## src/rtl/lsu_pkg.sv

```systemverilog
// Shared definitions for the load/store unit: access-size codes, FSM states,
// the latched request record and the byte-lane strobe helper.
package lsu_pkg;

  localparam logic [2:0] F3_B  = 3'b000;
  localparam logic [2:0] F3_H  = 3'b001;
  localparam logic [2:0] F3_W  = 3'b010;
  localparam logic [2:0] F3_BU = 3'b100;
  localparam logic [2:0] F3_HU = 3'b101;

  typedef enum logic [2:0] {
    IDLE,
    STORE,
    LOAD_WAIT,
    ERROR,
    RESP
  } lsu_state_t;

  // Only the fields the load extractor needs after accept are kept.
  typedef struct packed {
    logic [2:0] f3;
    logic [1:0] off;
  } lsu_req_t;

  function automatic logic [3:0] lane_strobe(input logic [2:0] f3, input logic [1:0] off);
    case (f3[1:0])
      2'b00:   return 4'b0001 << off;
      2'b01:   return 4'b0011 << {off[1], 1'b0};
      default: return 4'b1111;
    endcase
  endfunction

endpackage

```

## src/rtl/lsu_if.sv

```systemverilog
// Execute-stage <-> load/store unit request/response channel.
interface lsu_if #(parameter int DATA_W = 32);
  logic              req_valid;
  logic              req_ready;
  logic              MemRead;
  logic              MemWrite;
  logic [2:0]        Funct3;
  logic [DATA_W-1:0] addr;
  logic [DATA_W-1:0] wd;
  logic              rsp_valid;
  logic [DATA_W-1:0] rd;
  logic              err;

  modport master (
    output req_valid, MemRead, MemWrite, Funct3, addr, wd,
    input  req_ready, rsp_valid, rd, err
  );

  modport slave (
    input  req_valid, MemRead, MemWrite, Funct3, addr, wd,
    output req_ready, rsp_valid, rd, err
  );
endinterface

```

## src/rtl/lsu_lane_fmt.sv

```systemverilog
// Combinational byte-lane formatting: store replication/strobes on the request
// side, load lane extraction and sign/zero extension on the response side.
module lsu_lane_fmt
  import lsu_pkg::*;
#(
  parameter int DATA_W = 32
) (
  input  logic [2:0]        st_f3,
  input  logic [1:0]        st_off,
  input  logic [DATA_W-1:0] wd,
  output logic [3:0]        strb,
  output logic [DATA_W-1:0] wdata,
  input  logic [2:0]        ld_f3,
  input  logic [1:0]        ld_off,
  input  logic [DATA_W-1:0] rword,
  output logic [DATA_W-1:0] ld_data
);
  localparam int NUM_LANES = DATA_W / 8;

  logic [NUM_LANES-1:0][7:0] wlanes;
  logic [7:0]                bsel;
  logic [15:0]               hsel;

  assign strb = lane_strobe(st_f3, st_off);

  // Byte stores feed every lane from wd[7:0], halves alternate the low two bytes.
  for (genvar i = 0; i < NUM_LANES; i++) begin : g_lane
    assign wlanes[i] = (st_f3[1:0] == 2'b00) ? wd[7:0] :
                       (st_f3[1:0] == 2'b01) ? wd[8*(i%2) +: 8] :
                                               wd[8*i +: 8];
  end
  assign wdata = wlanes;

  assign bsel = rword[8*ld_off +: 8];
  assign hsel = rword[16*ld_off[1] +: 16];

  always_comb begin
    ld_data = rword;
    case (ld_f3)
      F3_B:    ld_data = {{(DATA_W-8){bsel[7]}}, bsel};
      F3_BU:   ld_data = {{(DATA_W-8){1'b0}}, bsel};
      F3_H:    ld_data = {{(DATA_W-16){hsel[15]}}, hsel};
      F3_HU:   ld_data = {{(DATA_W-16){1'b0}}, hsel};
      default: ld_data = rword;
    endcase
  end
endmodule

```

## src/rtl/load_store_unit.sv

```systemverilog
// Load/store unit: one request per handshake, fixed-latency word memory,
// single registered response per accepted load/store.
module load_store_unit
  import lsu_pkg::*;
#(
  parameter int DATA_W     = 32,
  parameter int DM_ADDRESS = 9,
  parameter int MEM_LAT    = 1
) (
  input  logic                  clk,
  input  logic                  reset,
  lsu_if.slave                  bus,
  output logic [DM_ADDRESS-1:0] mem_raddr,
  output logic [DM_ADDRESS-1:0] mem_waddr,
  output logic [DATA_W-1:0]     mem_wdata,
  output logic [3:0]            mem_wr,
  input  logic [DATA_W-1:0]     mem_rdata
);
  lsu_state_t        state;
  lsu_req_t          req_q;
  logic [1:0]        cnt;
  logic              bad;
  logic              accept;
  logic [3:0]        st_strb;
  logic [DATA_W-1:0] st_wdata;
  logic [DATA_W-1:0] ld_ext;
  logic              unused_hi;

  assign unused_hi = ^bus.addr[DATA_W-1:DM_ADDRESS];
  assign accept    = bus.req_valid & bus.req_ready;

  lsu_lane_fmt #(.DATA_W(DATA_W)) u_fmt (
    .st_f3   (bus.Funct3),
    .st_off  (bus.addr[1:0]),
    .wd      (bus.wd),
    .strb    (st_strb),
    .wdata   (st_wdata),
    .ld_f3   (req_q.f3),
    .ld_off  (req_q.off),
    .rword   (mem_rdata),
    .ld_data (ld_ext)
  );

  always_comb begin
    bad = 1'b0;
    case (bus.Funct3)
      F3_B, F3_BU: bad = 1'b0;
      F3_H, F3_HU: bad = bus.addr[0];
      F3_W:        bad = |bus.addr[1:0];
      default:     bad = 1'b1;
    endcase
    if (bus.MemWrite && bus.Funct3[2])  bad = 1'b1;
    if (bus.MemRead  && bus.MemWrite)   bad = 1'b1;
  end

  always_ff @(posedge clk) begin
    if (reset) begin
      state         <= IDLE;
      req_q         <= '0;
      cnt           <= '0;
      bus.req_ready <= 1'b1;
      bus.rsp_valid <= 1'b0;
      bus.err       <= 1'b0;
      bus.rd        <= '0;
      mem_wr        <= '0;
      mem_raddr     <= '0;
      mem_waddr     <= '0;
      mem_wdata     <= '0;
    end else begin
      case (state)
        IDLE: begin
          bus.rsp_valid <= 1'b0;
          if (accept && (bus.MemRead || bus.MemWrite)) begin
            req_q         <= '{f3: bus.Funct3, off: bus.addr[1:0]};
            bus.req_ready <= 1'b0;
            if (bad) begin
              state <= ERROR;
            end else if (bus.MemWrite) begin
              state     <= STORE;
              mem_wr    <= st_strb;
              mem_waddr <= {bus.addr[DM_ADDRESS-1:2], 2'b00};
              mem_wdata <= st_wdata;
            end else begin
              state     <= LOAD_WAIT;
              mem_raddr <= {bus.addr[DM_ADDRESS-1:2], 2'b00};
              cnt       <= '0;
            end
          end
        end
        STORE: begin
          mem_wr        <= '0;
          bus.rsp_valid <= 1'b1;
          bus.err       <= 1'b0;
          bus.rd        <= '0;
          state         <= RESP;
        end
        // Memory word is valid on the MEM_LAT-th cycle of holding mem_raddr.
        LOAD_WAIT: begin
          if (cnt == 2'(MEM_LAT - 1)) begin
            bus.rsp_valid <= 1'b1;
            bus.err       <= 1'b0;
            bus.rd        <= ld_ext;
            state         <= RESP;
          end else begin
            cnt <= cnt + 2'd1;
          end
        end
        ERROR: begin
          bus.rsp_valid <= 1'b1;
          bus.err       <= 1'b1;
          bus.rd        <= '0;
          state         <= RESP;
        end
        RESP: begin
          bus.rsp_valid <= 1'b0;
          bus.err       <= 1'b0;
          bus.rd        <= '0;
          bus.req_ready <= 1'b1;
          state         <= IDLE;
        end
        default: begin
          state         <= IDLE;
          mem_wr        <= '0;
          bus.rsp_valid <= 1'b0;
          bus.req_ready <= 1'b1;
        end
      endcase
    end
  end
endmodule
```

## src/flat_wrapper.sv

```systemverilog
// flat-port wrapper written by rule: the top's interface ports become plain ports
module load_store_unit_flat import lsu_pkg::*;
#(
  parameter int DATA_W     = 32,
  parameter int DM_ADDRESS = 9,
  parameter int MEM_LAT    = 1
)
  (clk, reset, mem_raddr, mem_waddr, mem_wdata, mem_wr, mem_rdata, bus_req_valid, bus_MemRead, bus_MemWrite, bus_Funct3, bus_addr, bus_wd, bus_req_ready, bus_rsp_valid, bus_rd, bus_err);
  lsu_if #(.DATA_W(DATA_W)) bus_i ();
  input  logic clk;
  input  logic reset;
  output logic [DM_ADDRESS-1:0] mem_raddr;
  output logic [DM_ADDRESS-1:0] mem_waddr;
  output logic [DATA_W-1:0] mem_wdata;
  output logic [3:0] mem_wr;
  input  logic [DATA_W-1:0] mem_rdata;
  input wire logic [$bits(bus_i.req_valid)-1:0] bus_req_valid;
  input wire logic [$bits(bus_i.MemRead)-1:0] bus_MemRead;
  input wire logic [$bits(bus_i.MemWrite)-1:0] bus_MemWrite;
  input wire logic [$bits(bus_i.Funct3)-1:0] bus_Funct3;
  input wire logic [$bits(bus_i.addr)-1:0] bus_addr;
  input wire logic [$bits(bus_i.wd)-1:0] bus_wd;
  output wire logic [$bits(bus_i.req_ready)-1:0] bus_req_ready;
  output wire logic [$bits(bus_i.rsp_valid)-1:0] bus_rsp_valid;
  output wire logic [$bits(bus_i.rd)-1:0] bus_rd;
  output wire logic [$bits(bus_i.err)-1:0] bus_err;
  assign bus_i.req_valid = bus_req_valid;
  assign bus_i.MemRead = bus_MemRead;
  assign bus_i.MemWrite = bus_MemWrite;
  assign bus_i.Funct3 = bus_Funct3;
  assign bus_i.addr = bus_addr;
  assign bus_i.wd = bus_wd;
  assign bus_req_ready = bus_i.req_ready;
  assign bus_rsp_valid = bus_i.rsp_valid;
  assign bus_rd = bus_i.rd;
  assign bus_err = bus_i.err;
  load_store_unit #(.DATA_W(DATA_W), .DM_ADDRESS(DM_ADDRESS), .MEM_LAT(MEM_LAT)) u_core (.clk(clk), .reset(reset), .bus(bus_i), .mem_raddr(mem_raddr), .mem_waddr(mem_waddr), .mem_wdata(mem_wdata), .mem_wr(mem_wr), .mem_rdata(mem_rdata));
endmodule
```

## config.mk

```make
export PLATFORM = sky130hd
export DESIGN_NAME = load_store_unit_flat
export DESIGN_NICKNAME = d
export VERILOG_FILES = /design/src/rtl/lsu_pkg.sv /design/src/rtl/lsu_if.sv /design/src/rtl/lsu_lane_fmt.sv /design/src/rtl/load_store_unit.sv /design/src/flat_wrapper.sv
export SDC_FILE = /design/constraint.sdc
export NUM_CORES = 1
export LEC_CHECK = 0
export ABC_AREA = 1
export BUFFER_PORTS_ARGS = -buffer_cell sky130_fd_sc_hd__buf_4
export CAP_MARGIN = 20
export CORE_ASPECT_RATIO = 0.8
export CORE_UTILIZATION = 40
export CTS_CLUSTER_DIAMETER = 50
export DETAILED_ROUTE_END_ITERATION = 16
export PLACE_DENSITY = 0.69
export SLEW_MARGIN = 20
export SYNTH_ARGS = -nofsm -noshare
export SYNTH_HDL_FRONTEND = slang
export SYNTH_SLANG_ARGS = --single-unit
```

## constraint.sdc

```tcl
create_clock -name clk -period 3.1 [get_ports clk]
set_clock_uncertainty 0.05 [all_clocks]
set_input_delay 0 -clock clk [delete_from_list [all_inputs] [get_ports clk]]
set_output_delay 0 -clock clk [all_outputs]
set_load 0.02 [all_outputs]
```

Word level (Yosys, flattened, before mapping)
Cells that the tools add are included.
{"block": "op_classes", "add_sub_neg": 1, "shift": 4, "mux": 32, "n_bitwise": 5, "eq_ne": 18, "reduce_logical": 29}
{"operator": "case mux 32 bit (4 select lines)", "n": 1}
{"operator": "case mux 32 bit (2 select lines)", "n": 1}
{"operator": "two-way mux 8 bit", "n": 5}
{"operator": "two-way mux 32 bit", "n": 1}
{"operator": "variable part select 32 x 6 -> 16 bit", "n": 1}
{"operator": "variable part select 32 x 6 -> 8 bit", "n": 1}
{"operator": "case mux 4 bit (2 select lines)", "n": 2}
{"operator": "equality test 3 bit, second input constant", "n": 5}
{"operator": "two-way mux 4 bit", "n": 3}
{"operator": "AND reduction 4 bit", "n": 3}
{"operator": "two-way mux 2 bit", "n": 5}
{"operator": "AND reduction 2 bit", "n": 5}
{"operator": "OR reduction 2 bit", "n": 5}
{"operator": "equality test 3 x 1 -> 1 bit, second input constant", "n": 3}
{"operator": "equality test 3 x 2 -> 1 bit, second input constant", "n": 3}
{"operator": "zero test 3 bit", "n": 3}
{"operator": "two-way mux 3 bit", "n": 3}
{"operator": "case mux 3 bit (3 select lines)", "n": 1}
{"operator": "OR reduction 3 bit", "n": 3}
{"operator": "!= test 2 bit, second input constant", "n": 4}
{"operator": "case mux 1 bit (3 select lines)", "n": 2}
{"operator": "two-way mux 1 bit", "n": 5}
{"operator": "AND reduction 5 bit", "n": 1}
{"operator": "zero test 2 bit", "n": 2}
{"operator": "other kinds (13)", "n": 21}
{"block": "word_totals", "ff_bits": 95}

Depth between registers and ports, before layout
{"block": "logic_depth", "ltp_word": 8, "mapped_depth": 11, "depth_no_buf": 10}

Hierarchy
Synthesis repeated with hierarchy kept, for this count alone.
{"block": "hier_totals", "hier_cells": 755, "area_unflattened_um2": 4974.8}
{"module": "load_store_unit", "seq_area_each_um2": 1901.8, "n_inst": 1, "area_each_um2": 3552.2, "cells_each": 463}
{"module": "lsu_lane_fmt", "seq_area_each_um2": 0.0, "n_inst": 1, "area_each_um2": 1422.6, "cells_each": 292}

Worst setup path after synthesis
OpenSTA, ideal clock, no wires.
{"block": "synth_path", "path_type": "reg2reg", "start": "reg u_core.bus.req_ready", "end": "reg u_core.mem_wr[0]", "stages_incl_launch_ff": 8, "synth_period_minus_slack_ns": 1.498, "path_buffers": 0, "setup_time_ns": 0.115, "path_slack_ns": 1.602, "required_ns": 2.935, "arrival_time_ns": 1.333, "cell_sequence": "dfxtp_1 -> nand2_1 -> nor2_2 -> nor2_1 -> nor2_1 -> nand3_1 -> nand2_1 -> nor2_1"}
{"block": "synth_between", "elab_chain_cells": 4}
{"item": "start: declaration", "line": "lsu_if.sv:21", "source": "output req_ready, rsp_valid, rd, err"}
{"item": "start signal: assignment", "line": "load_store_unit.sv:61", "source": "bus.req_ready <= 1'b1;"}
{"item": "start signal: assignment", "line": "load_store_unit.sv:75", "source": "bus.req_ready <= 1'b0;"}
{"item": "start signal: assignment", "line": "load_store_unit.sv:118", "source": "bus.req_ready <= 1'b1;"}
{"item": "AND 1 bit", "line": "load_store_unit.sv:30", "source": "assign accept = bus.req_valid & bus.req_ready;"}
{"item": "logical AND 1 bit", "line": "load_store_unit.sv:73", "source": "if (accept && (bus.MemRead || bus.MemWrite)) begin"}
{"item": "!= test 2 x 1 -> 1 bit (no line)"}
{"item": "AND reduction 4 bit (no line)"}
{"item": "end signal: assignment", "line": "load_store_unit.sv:80", "source": "mem_wr <= st_strb;"}
{"item": "end: declaration", "line": "load_store_unit.sv:16", "source": "output logic [3:0] mem_wr,"}
Every way passes these cells.
A chain may end at the register's enable or synchronous reset.

Worst setup path in the final report
{"block": "layout_path", "start": "reg u_core.req_q[1] (netlist name)", "end": "reg u_core.bus.rd[19]"}
{"block": "layout_between", "elab_chain_cells": 4, "elab_cells_between_ends": 5}
{"item": "start: declaration", "line": "load_store_unit.sv:20", "source": "lsu_req_t req_q;"}
{"item": "start signal: assignment", "line": "load_store_unit.sv:74", "source": "req_q <= '{f3: bus.Funct3, off: bus.addr[1:0]};"}
{"item": "variable part select 32 x 6 -> 16 bit or variable part select 32 x 6 -> 8 bit (tied branches)", "line": "lsu_lane_fmt.sv:35, lsu_lane_fmt.sv:34"}
{"item": "case mux 32 bit (4 select lines) *", "line": "lsu_lane_fmt.sv:39", "source": "case (ld_f3)"}
{"item": "two-way mux 32 bit *", "line": "load_store_unit.sv:99", "source": "if (cnt == 2'(MEM_LAT - 1)) begin"}
{"item": "case mux 32 bit (2 select lines) *", "line": "load_store_unit.sv:70", "source": "case (state)"}
{"item": "end signal: assignment", "line": "load_store_unit.sv:102", "source": "bus.rd <= ld_ext;"}
{"item": "end: declaration", "line": "lsu_if.sv:21"}
Every way passes the cells marked *; elsewhere a longest branch is shown, timed or not. The select of a mux whose other input is x is not followed.

==> impl_metrics.ini <==
[final_layout]
final_common_cell = nand2_1
n_fill_cell = 1050
drive_gt1_share_pct = 23.3
final_nets = 988
regArea_um2 = 1900
syn2layout_area_growth_pct = 41.7
final_cells = 1030
final_cell_mix = nand2_1 (179), buf_4 (169), nor2_1 (111)
multi_input_area_um2 = 2270
diodes = 0
fin_util_pct = 59.4

[placement]
port_buffers = 165
dp_hpwl_mm = 10.1
dp.cells = 981
gp_congestion = 0.870
dp_slack_ns = 1.02

[global_route]
grt_pass1_wl_mm = 22.9
grt_overflow = 0
antenna_found_initial = 0
grt_pass1_vias = 4798
grt_max_degree = 54
track_usage_pct = 23.9

[clock_network]
cts_root_buffer = clkbuf_16
cts_buffer_depth = 2
cts-resized-gates = 0
cts_tree = built
cts.sinks = 95
postCtsSetupRepairBufs = 0
clk_latency_ns = 0.34
cts.htree.levels = 3
postCtsHoldBufs = 35
cts_made_buffers = 9
path_clk_slew_ns = 0.07

[synth]
synth_area_um2 = 4630
synthCells = 704
avgSynthCellArea_um2 = 6.58
seq_area_frac_synth_pct = 41.0
yosysWarnings = 0
ys_ff_latch = 95
synth.distinct_cells = 31

[routing]
wl_mm = 14.3
detail-route-antenna-nets = 0
drc_errors = 0
first_pass_iters = 5
routedWlPerCell_um = 13.9
dr_total_vias = 5075
via_per_inst = 4.93
drt-initial-drc-count = 442

[sta]
finalHoldViolCount = 0
finalSetupViolCount = 0
slew_headroom_pct = 48.9
holdWs_ns = 0.0111
max_slew.worst_pin.slew_ns = 0.765
period_share_pct = 68.8
setup_ws_ns = 0.966
drv_slew = 0
final.setup.tns_ns = 0
rsz0062_at_grt = false
fmax_ghz = 0.469
fin_crit_ns = 2.13

[critical_path]
cp_max_fo = 17
required_ns = 3.31
cp_data_arrival_time_ns = 2.34
endpoint_kind = flip-flop
start_kind = flip-flop
path_class = flip-flop to flip-flop
rrSetupSlack_ns = 0.97
rr_worst_depth = 8

[run_status]
status = finished clean

[flow_run]
drv_cap = 0

[floorplanning]
ios = 193
die_x_um = 122
dieArea_um2 = 12000
row_count = 34
start_util_pct = 41.9
die_h_um = 98.3
coreArea_um2 = 11100

[pwr]
irDropWorstVdd_v = 0.000507
total_leakage_power_uw = 0.00315
power.density_nw_per_um2 = 736

[hold_path]
worstHoldPathCells = 5
hold_class = input port to flip-flop
## metrics by stage
| stage | area, µm² | power [µW] |
|---|---|---|
| 3_5_place_dp | 5880 | 3560 |
| 6_report | 6570 | 4830 |
| 4_1_cts | 6570 | 4860 |
| 3_3_place_gp | 5860 | 3510 |
| 2_1_floorplan | 4640 | 2980 |
| 5_1_grt | 6570 | 5180 |
## power by group
part           internal (µW)  switching [µW]
sequential              1430             150
clock                    800             444
combinational            699            1310
total                   2930            1910
## cells by family after synthesis
group / after synthesis / share of synthesized area [%]
compound gates: 166 / 18.2
fa+ha+maj: 1 / 0.270
buf+inv: 100 / 10.1
flops: 95 / 41.0
other cells: 1 / 0.0809
simple gates: 341 / 30.3
## Yosys cell counts, drive strengths merged
cell type / number / area (µm²)
nand2: 184 / 713
nor2: 115 / 452
a21oi: 97 / 485
dfxtp: 95 / 1900
o21ai: 65 / 329
inv: 60 / 230
nand3: 29 / 165
buf: 23 / 174
clkbuf: 17 / 63.8
nor3: 9 / 50.1
and2: 2 / 12.5
o22ai: 2 / 12.5
a211oi: 1 / 7.51
conb: 1 / 3.75
ha: 1 / 12.5
nand4: 1 / 6.26
nor4: 1 / 6.26
o211ai: 1 / 7.51
## state kept, by name, indices dropped and copies added, names as in the netlist
name,cells
u_core.bus.rd,32
u_core.mem_wdata,32
u_core.mem_raddr,7
u_core.mem_waddr,7
u_core.req_q,5
u_core.mem_wr,4
u_core.state,3
u_core.cnt,2
u_core.bus.err,1
u_core.bus.req_ready,1
u_core.bus.rsp_valid,1
## metal layers
| layer | routed length (µm) | vias to the layer above | track usage (%) |
|---|---|---|---|
| li1 | - | 2599 | - |
| met1 | 6650 | 2262 | 32.8 |
| met2 | 6460 | 187 | 37.7 |
| met3 | 898 | 27 | 4.15 |
| met4 | 304 | 0 | 7.79 |
| met5 | 0 | - | 0 |
## worst max-delay path, cell delays in order (launching register included)
cell	delay [ns]
dfxtp_1	0.69
inv_2	0.29
nand2_1	0.14
nand3_1	0.07
nand2_1	0.10
nand2_2	0.14
nand3_2	0.30
nand2_1	0.12
a21oi_1	0.14
## final timing paths
kind | to | start
worst max-delay path | u_core.bus.rd[19] | u_core.req_q[1]
worst min-delay path | u_core.bus.rd[15] | mem_rdata[15]
worst max register to register | u_core.bus.rd[19] | u_core.req_q[1]
worst min register to register | u_core.bus.rd[24] | u_core.bus.rd[24]
## layout make-up
class | count | area share, %
clock buffer | 10 | 3.64
multi-input combinational | 512 | 34.6
clock inverter | 4 | 1.45
sequential | 95 | 29.0
tap | 144 | 2.74
inverter | 60 | 3.51
timing repair buffer | 205 | 25.1
No activity file was read; power rests on OpenSTA's default activity.
